<file path="config.mk">
export PLATFORM = sky130hd
export DESIGN_NAME = qmac_booth4
export DESIGN_NICKNAME = d
export VERILOG_FILES = /design/src/rtl/qmac_booth4.sv
export SDC_FILE = /design/constraint.sdc
export NUM_CORES = 1
export LEC_CHECK = 0
export ABC_AREA = 0
export CELL_PAD_IN_SITES_DETAIL_PLACEMENT = 0
export CELL_PAD_IN_SITES_GLOBAL_PLACEMENT = 1
export CORE_MARGIN = 2
export CORE_UTILIZATION = 40
export DETAILED_ROUTE_END_ITERATION = 8
export PLACE_DENSITY_LB_ADDON = 0.1
export SETUP_SLACK_MARGIN = 0.2
export SLEW_MARGIN = 10
export SYNTH_ARGS = -nofsm -noshare
export SYNTH_HDL_FRONTEND = slang
export SYNTH_SLANG_ARGS = --single-unit
</file>
<file path="constraint.sdc">
create_clock -name clk -period 3.9 [get_ports clk]
set_input_delay 0.78 -clock clk [delete_from_list [all_inputs] [get_ports clk]]
set_output_delay 0.78 -clock clk [all_outputs]
set_load 0.01 [all_outputs]
</file>
<file path="src/rtl/qmac_booth4.sv">
// Sequential radix-4 Booth multiply-accumulate: two multiplier bits per cycle,
// early exit once the remaining multiplier bits are pure sign fill.
module qmac_booth4 #(
  parameter int N     = 8,
  parameter int ACC_W = 32,
  parameter int SAT   = 0
) (
  input  logic             clk,
  input  logic             rst_n,
  input  logic             in_vld,
  output logic             in_rdy,
  input  logic [N-1:0]     a_din,
  input  logic [N-1:0]     b_din,
  input  logic             signed_mode,
  input  logic             acc_en,
  output logic [ACC_W-1:0] dout,
  output logic             dout_vld,
  output logic             dout_ovf
);

  localparam int PW    = 2*N + 2;
  localparam int QW    = N + 3;
  localparam int STEPS = N/2 + 1;
  localparam int CW    = $clog2(STEPS + 1);
  localparam int SW    = ACC_W + 1;

  localparam logic [CW-1:0]    STEPS_C = CW'(STEPS);
  localparam logic [ACC_W-1:0] ACC_MAX = {1'b0, {(ACC_W-1){1'b1}}};
  localparam logic [ACC_W-1:0] ACC_MIN = {1'b1, {(ACC_W-1){1'b0}}};

  typedef enum logic [1:0] {
    S_IDLE = 2'd0,
    S_CALC = 2'd1,
    S_DONE = 2'd2
  } state_t;

  state_t            state_q, state_d;
  logic [PW-1:0]     m_q, m_d;
  logic [QW-1:0]     q_q, q_d;
  logic [PW-1:0]     p_q, p_d;
  logic [CW-1:0]     cnt_q, cnt_d;
  logic              smode_q, smode_d;
  logic              accen_q, accen_d;
  logic [ACC_W-1:0]  acc_q, acc_d;
  logic [ACC_W-1:0]  dout_q, dout_d;
  logic              dvld_q, dvld_d;
  logic              dovf_q, dovf_d;

  logic              stop_s;
  logic [PW-1:0]     m2_s;
  logic [PW-1:0]     addend_s;
  logic [SW-1:0]     prod_ext_s;
  logic [SW-1:0]     acc_ext_s;
  logic [SW-1:0]     sum_s;
  logic              ovf_s;

  assign in_rdy   = (state_q == S_IDLE);
  assign dout     = dout_q;
  assign dout_vld = dvld_q;
  assign dout_ovf = dovf_q;

  assign stop_s = (q_q == {QW{1'b0}}) || (q_q == {QW{1'b1}});
  assign m2_s   = {m_q[PW-2:0], 1'b0};

  // Booth digit selection from the low multiplier triplet
  always_comb begin
    addend_s = {PW{1'b0}};
    case (q_q[2:0])
      3'b001, 3'b010: addend_s = m_q;
      3'b011:         addend_s = m2_s;
      3'b100:         addend_s = -m2_s;
      3'b101, 3'b110: addend_s = -m_q;
      default:        addend_s = {PW{1'b0}};
    endcase
  end

  // Product and sum are one bit wider than the accumulator so overflow is visible
  always_comb begin
    if (smode_q) begin
      prod_ext_s = {{(SW-2*N){p_q[2*N-1]}}, p_q[2*N-1:0]};
    end else begin
      prod_ext_s = {{(SW-2*N){1'b0}}, p_q[2*N-1:0]};
    end
    if (accen_q) begin
      acc_ext_s = {acc_q[ACC_W-1], acc_q};
    end else begin
      acc_ext_s = {SW{1'b0}};
    end
    sum_s = acc_ext_s + prod_ext_s;
    ovf_s = sum_s[SW-1] ^ sum_s[SW-2];
  end

  // Next-state and datapath control
  always_comb begin
    state_d = state_q;
    m_d     = m_q;
    q_d     = q_q;
    p_d     = p_q;
    cnt_d   = cnt_q;
    smode_d = smode_q;
    accen_d = accen_q;
    acc_d   = acc_q;
    dout_d  = dout_q;
    dvld_d  = 1'b0;
    dovf_d  = dovf_q;
    case (state_q)
      S_IDLE: begin
        if (in_vld) begin
          smode_d = signed_mode;
          accen_d = acc_en;
          if (signed_mode) begin
            m_d = {{(PW-N){a_din[N-1]}}, a_din};
            q_d = {{2{b_din[N-1]}}, b_din, 1'b0};
          end else begin
            m_d = {{(PW-N){1'b0}}, a_din};
            q_d = {2'b00, b_din, 1'b0};
          end
          p_d     = {PW{1'b0}};
          cnt_d   = {CW{1'b0}};
          state_d = S_CALC;
        end else begin
          state_d = S_IDLE;
        end
      end
      S_CALC: begin
        if (stop_s || (cnt_q == STEPS_C)) begin
          state_d = S_DONE;
        end else begin
          p_d   = p_q + addend_s;
          m_d   = {m_q[PW-3:0], 2'b00};
          q_d   = {{2{q_q[QW-1]}}, q_q[QW-1:2]};
          cnt_d = cnt_q + {{(CW-1){1'b0}}, 1'b1};
        end
      end
      S_DONE: begin
        if ((SAT != 0) && ovf_s) begin
          acc_d = sum_s[SW-1] ? ACC_MIN : ACC_MAX;
        end else begin
          acc_d = sum_s[ACC_W-1:0];
        end
        dout_d  = acc_d;
        dovf_d  = ovf_s;
        dvld_d  = 1'b1;
        state_d = S_IDLE;
      end
      default: begin
        state_d = S_IDLE;
      end
    endcase
  end

  // State and datapath registers
  always_ff @(posedge clk or negedge rst_n) begin
    if (!rst_n) begin
      state_q <= S_IDLE;
      m_q     <= {PW{1'b0}};
      q_q     <= {QW{1'b0}};
      p_q     <= {PW{1'b0}};
      cnt_q   <= {CW{1'b0}};
      smode_q <= 1'b0;
      accen_q <= 1'b0;
      acc_q   <= {ACC_W{1'b0}};
      dout_q  <= {ACC_W{1'b0}};
      dvld_q  <= 1'b0;
      dovf_q  <= 1'b0;
    end else begin
      state_q <= state_d;
      m_q     <= m_d;
      q_q     <= q_d;
      p_q     <= p_d;
      cnt_q   <= cnt_d;
      smode_q <= smode_d;
      accen_q <= accen_d;
      acc_q   <= acc_d;
      dout_q  <= dout_d;
      dvld_q  <= dvld_d;
      dovf_q  <= dovf_d;
    end
  end

endmodule

</file>
# After elaboration in Yosys (flattened, before gate mapping)
# Index checks and enable logic that the tools add are counted.
# totals
ff_bits	88
wordCells	62
output_inout_bits	35
in_bits	21
# op_classes
reduce_logical	10
addsub	5
eq_ne	13
mux	21
bitwise	2
# ops
cell	count
18-bit 2-to-1 mux	5
18-bit one-hot mux with 2 select lines	2
18-bit one-hot mux with 4 select lines	1
33-bit 2-to-1 mux	2
18-bit negator	2
33-bit adder	1
11-bit 2-to-1 mux	2
11-bit one-hot mux with 2 select lines	1
18-bit adder	1
3-bit == test (second input constant)	4
11-bit == test (second input constant)	1
11-bit zero test	1
10-bit 2-to-1 mux	1
3-bit by 2-bit == test with 1-bit output (second input constant)	2
3-bit 2-to-1 mux	2
2-bit inequality test (second input constant)	3
3-bit one-hot mux with 2 select lines	1
3-bit AND reduction	2
2-bit one-hot mux with 2 select lines	1
2-bit OR reduction	2
3-bit by 1-bit adder with 3-bit output (second input constant)	1
3-bit by 1-bit == test with 1-bit output (second input constant)	1
2-bit by 1-bit == test with 1-bit output (second input constant)	1
2-bit == test (second input constant)	1
8 further kinds	10

# Depth between registers and ports, before layout
# Gate-level depths: netlist (run 1).
# depth
word_depth	6
ltp_mapped	19
ltp_nobuf	18

# Least setup slack after synthesis (run 1)
# OpenSTA, ideal clock, no wires.
# synth_path
kind	flip-flop to flip-flop
start	reg m_q[1]
end	reg p_q[15]
required_ns	3.814
setup_ns	0.086
t_arrival_ns	4.042
n_path_buf	1
synth_period_minus_slack_ns	4.128
path_slack_ns	-0.228
path_stages_with_launch	17
path_cell_list	dfrtp_1 -> or4_4 -> or2_2 -> clkbuf_1 -> or3_1 -> and2_1 -> xor2_1 -> a22oi_1 -> o31ai_1 -> ha_1 -> or2_2 -> a21oi_1 -> a21oi_1 -> and4_1 -> a2111oi_0 -> nand4_1 -> o221ai_2
# synth_via
elab_chain_cells	5
elab_cells_between_ends	6
cone_classes	3 x add/sub; 3 x mux
# synth_rtl
element	line_no	text
from (decl)	38	logic [PW-1:0] m_q, m_d;
from (signal assigned)	156	m_q <= {PW{1'b0}};
from (signal assigned)	168	m_q <= m_d;
18-bit negator (on tied branches)	72, 71	
18-bit one-hot mux with 4 select lines *	68	case (q_q[2:0])
18-bit adder *	129	p_d = p_q + addend_s;
18-bit 2-to-1 mux *	126	if (stop_s || (cnt_q == STEPS_C)) begin
18-bit one-hot mux with 2 select lines *	106	case (state_q)
to (signal assigned)	158	p_q <= {PW{1'b0}};
to (signal assigned)	170	p_q <= p_d;
to (decl)	40	logic [PW-1:0] p_q, p_d;
# Mark *: on every way between the ends. The rest lies on a longest branch, timed or not. The select of a mux whose other input is x is not followed.
# A chain may end at the register's enable or synchronous reset.

# Worst setup path in the final report (run 1)
# layout_path
start	reg m_q[2]
end	reg p_q[15]
# The elaborated chain is that of the path after synthesis.

==> metrics.md, run 1 <==
| Metric | Value |
|---|---|
| Status | finished clean |
| RSZ-0062 raised after global routing | yes |
| Most frequent cells in the layout | nand2_1 (107), dfrtp_1 (83), nor2_1 (70), o21ai_0 (64), clkdlybuf4s50_1 (54) |
| Antenna fix cells | 0 |
| Detail Route Antenna Nets | 0 |
| Die width | 133.9 um |
| Clk pwr share | 0.108 |
| Antenna violations before repair | 0 |
| Final setup viols | 0 |
| DP Area | 7666 sq um |
| Cells after Synth | 825 |
| Slew @ Worst Pin | 994.9 ps |
| Final instance area | 8193 sq um |
| MaxCap Viol Count | 0 |
| Largest net degree at the start of global routing | 54 |
| Vias/cell | 5.606 |
| Comb pwr share | 0.677 |
| Critical-path cell list | or4_4 -> or2_4 -> or3_4 -> and2_4 -> xor2_1 -> a22oi_1 -> o31ai_2 -> ha_1 -> or2_4 -> a21oi_2 -> a21oi_2 -> and4_4 -> a2111oi_4 -> nand4_1 -> o221ai_2 |
| Global Route Usage Sum | 0.2064 |
| Proportion of layout cells with a drive suffix above 1 | 0.1316 |
| Worst Clk Skew | 10.64 ps |
| Max VDD drop | 0.3728 mV |
| Ys async rst share | 1.000 |
| Leading area contributor after synthesis | dfrtp_1 |
| Met3 Resource Use GR | 0.03326 |
| Die footprint | 17930 sq um |
| Pint | 4179 uW |
| Worst stage delay on the critical path | 540 ps |
| Setup CP Type | register to register |
| Flop pwr share | 0.215 |
| Core area | 16520 sq um |
| Boundary Pins | 56 |
| Top cells by area, synth | dfrtp_1 (31%), ha_1 (9.3%), nand2_1 (6.0%), o21ai_0 (5.0%), nor2_1 (3.9%) |
| Number of synthesized flops with an enable pin | 0 |
| Dpl ws | -28.61 ps |
| LEAKAGE | 0.003634 uW |
| CTS root buf | clkbuf_16 |
| Commonest non-fill, non-tap cell in the layout | nand2_1 |
| Yosys warning total | 0 |
| Critical Path RT | 4170 ps |
| Maximum clock frequency | 271.4 MHz |
| Met1 usage | 0.2598 |
| Final min period | 3685 ps |
| Switch share | 0.4729 |
| Num rows | 47 |
| Met2 Use GR | 0.3675 |
| CTS tree | done |
| Arr. time, crit path | 3960 ps |
| NumNets Final | 972 |
| Slew margin rel. | 0.3352 |
| Share of the synthesized area in the top cell type | 0.3115 |
| Area growth from synthesis to layout | 21.39% |
| Clock Latency Late Sink | 360 ps |
| Vias in the first global route | 6136 |
| First-pass GRT wire length | 29990 um |
| H-tree levels | 3 |
| Critical-path top delay cell | or4_4 |
| WL final | 18210 um |
| Final Wtd Congestion | 0.8480 |
| Sequential area share after synthesis | 0.3115 |
| Post-cts hold buffer count | 0 |
| Pwr dens | 967.7 nW/um^2 |
| Total congestion overflow | 0 |
| Total negative setup slack | 0 ps |
| CP endpoint kind | register |
| Worst Path Buf+Inv | 0 |
| Distinct cells, synth | 70 |
| Final WS setup | 215.1 ps |
| Initial core utilization | 0.4084 |
| Clk buf depth | 2 |
| R2R Path Start | m_q[2] |
| Die height | 133.9 um |
| Via count | 6301 |
| Max FO, Critical Path | 3 |
| Wire per inst | 16.20 um |
| Mean Syn Cell Area | 8.181 sq um |
| Switch Pwr | 3750 uW |
| Nature of the critical path startpoint | register |
| PnR Total Power | 7928 uW |
| Worst reg-to-reg path cell count | 15 |
| Worst min path class | primary input to async pin |
| DRT Pass-1 Iters | 5 |
| Iteration-0 DRC Markers | 253 |
| Num Clock Sinks | 84 |
| Most Used Layer, Global Route | met2 |
| Post-Syn Area | 6749 sq um |
| FILL cells | 1620 |
| Max-slew violations | 0 |
| Synthesized net count | 898 |
| FF-to-FF setup slack | 220 ps |
| CTS clock-pin slew for the worst setup and hold paths | 70 ps |
| PortBufs | 55 |
| Reg2reg end | p_q[15] |
| Ys flop type | dfrtp_1 |
| DPL Wire Length | 13440 um |
| Residual DRC count | 0 |
| Final hold violation count | 0 |
| CTS Buf Count | 9 |
| Count of state elements after synthesis | 84 |
| Period utilization | 0.9449 |
| CP delay by family, top | simple AND/OR/NAND/NOR gates |
## metrics by stage
step | util | hold WS [ps] | instances
6_report | 0.4958 | 472.7 | 1124
5_1_grt | 0.4958 | 526.6 | 1124
4_1_cts | 0.4878 | 499.1 | 1119
3_5_place_dp | 0.4639 | 481.8 | 1095
3_3_place_gp | 0.4639 | 466.3 | 1095
2_1_floorplan | - | 437.4 | 825
## sequential cells by signal (all words and copies together), names as in the netlist
name      cells
dout         32
m_q          16
p_q          16
q_q          11
cnt_q         3
state_q       2
accen_q       1
dout_ovf      1
dout_vld      1
smode_q       1
## power groups by stage
stage | sequential (uW) | combinational (uW) | clock [uW]
6_report | 1710 | 5370 | 855
5_1_grt | 1770 | 5950 | 922
4_1_cts | 1700 | 5140 | 883
3_5_place_dp | 1710 | 4970 | 0
3_3_place_gp | 1690 | 4870 | 0
2_1_floorplan | 1610 | 3620 | 0
## layout make-up
cell class                 count  area, sq um  share of cell area
clock buffer                  10        239.0             0.02917
inverter                      25        93.84             0.01145
sequential                    84         2103              0.2567
timing repair buffer         106        943.4              0.1151
clock inverter                 6        46.29            0.005651
multi-input combinational    673         4492              0.5483
tap                          220        275.3             0.03360
## worst register-to-register path, cell delays in order (launching register included)
cell	delay [ps]
dfrtp_1	380
or4_4	540
or2_4	250
or3_4	370
and2_4	150
xor2_1	140
a22oi_1	190
o31ai_2	110
ha_1	330
or2_4	240
a21oi_2	130
a21oi_2	60
and4_4	160
a2111oi_4	320
nand4_1	170
o221ai_2	90
## synthesized netlist by cell type, types with 4 or more instances
library cell,instances
inv_1,22
o41ai_1,4
nand3_1,27
o22ai_1,18
o211ai_1,5
mux2i_1,5
or2_2,5
a31oi_1,8
o31ai_1,12
xor2_1,21
a22oi_1,15
nand2_1,108
nand2b_1,8
or3_1,5
nor4_1,7
clkbuf_8,6
a211oi_1,11
nand4_1,8
nor3_1,18
a221oi_1,11
o21ai_0,67
and2_1,37
nor2_1,70
a21oi_1,40
a21o_1,20
clkbuf_1,29
dfrtp_1,84
ha_1,50
xnor2_1,30
nor2b_1,5
o21a_1,4
## routing by layer
metal | wire (um) | vias to the layer above | share of wire
li1 | - | 3141 | -
met1 | 8265 | 3017 | 0.45
met2 | 9094 | 121 | 0.50
met3 | 615 | 22 | 0.034
met4 | 237 | 0 | 0.013
met5 | 0 | - | 0
## logic make-up (layout without fill, tap and decap cells)
kind of cell             after synthesis  in the layout  share of synthesized area
AO/OA/AOI/OAI                        244            244                     0.2349
XOR/XNOR                              51             51                    0.06618
adder cells (fa/ha/maj)               52             52                    0.09863
buffers and inverters                 68            147                    0.05080
flip-flops                            84             84                     0.3115
multiplexers                           5              5                   0.007416
AND/OR/NAND/NOR                      321            321                     0.2306
## worst max-delay path by stage
stage                       from      end  slack, ps  cells after the start
after CTS                 m_q[0]  p_q[14]        180                     15
after floorplan           m_q[2]  p_q[15]         70                     17
after global placement    m_q[0]  p_q[15]         70                     18
final                     m_q[2]  p_q[15]        220                     15
after global routing      m_q[2]  p_q[15]        120                     15
after detailed placement  m_q[0]  p_q[14]        -30                     17
## repair_timing
| action | CTS | global route |
|---|---|---|
| hold endpoints to repair | 0 | 0 |
| resized for setup | 11 | 21 |
| buffers inserted | 8 | 5 |
| pin swaps | 14 | 26 |
| setup endpoints to repair | 4 | 14 |
Power figures use the tool's default switching activity.
==> run 2: changes to the inputs <==
--- a/config.mk
+++ b/config.mk
@@ -11,6 +11,7 @@
 export CORE_MARGIN = 2
 export CORE_UTILIZATION = 40
 export DETAILED_ROUTE_END_ITERATION = 8
+export GPL_ROUTABILITY_DRIVEN = 0
 export PLACE_DENSITY_LB_ADDON = 0.1
 export SETUP_SLACK_MARGIN = 0.2
 export SLEW_MARGIN = 10
==> results of run 2 <==
The final DEF is identical to that of run 1; final timing and power are the same.
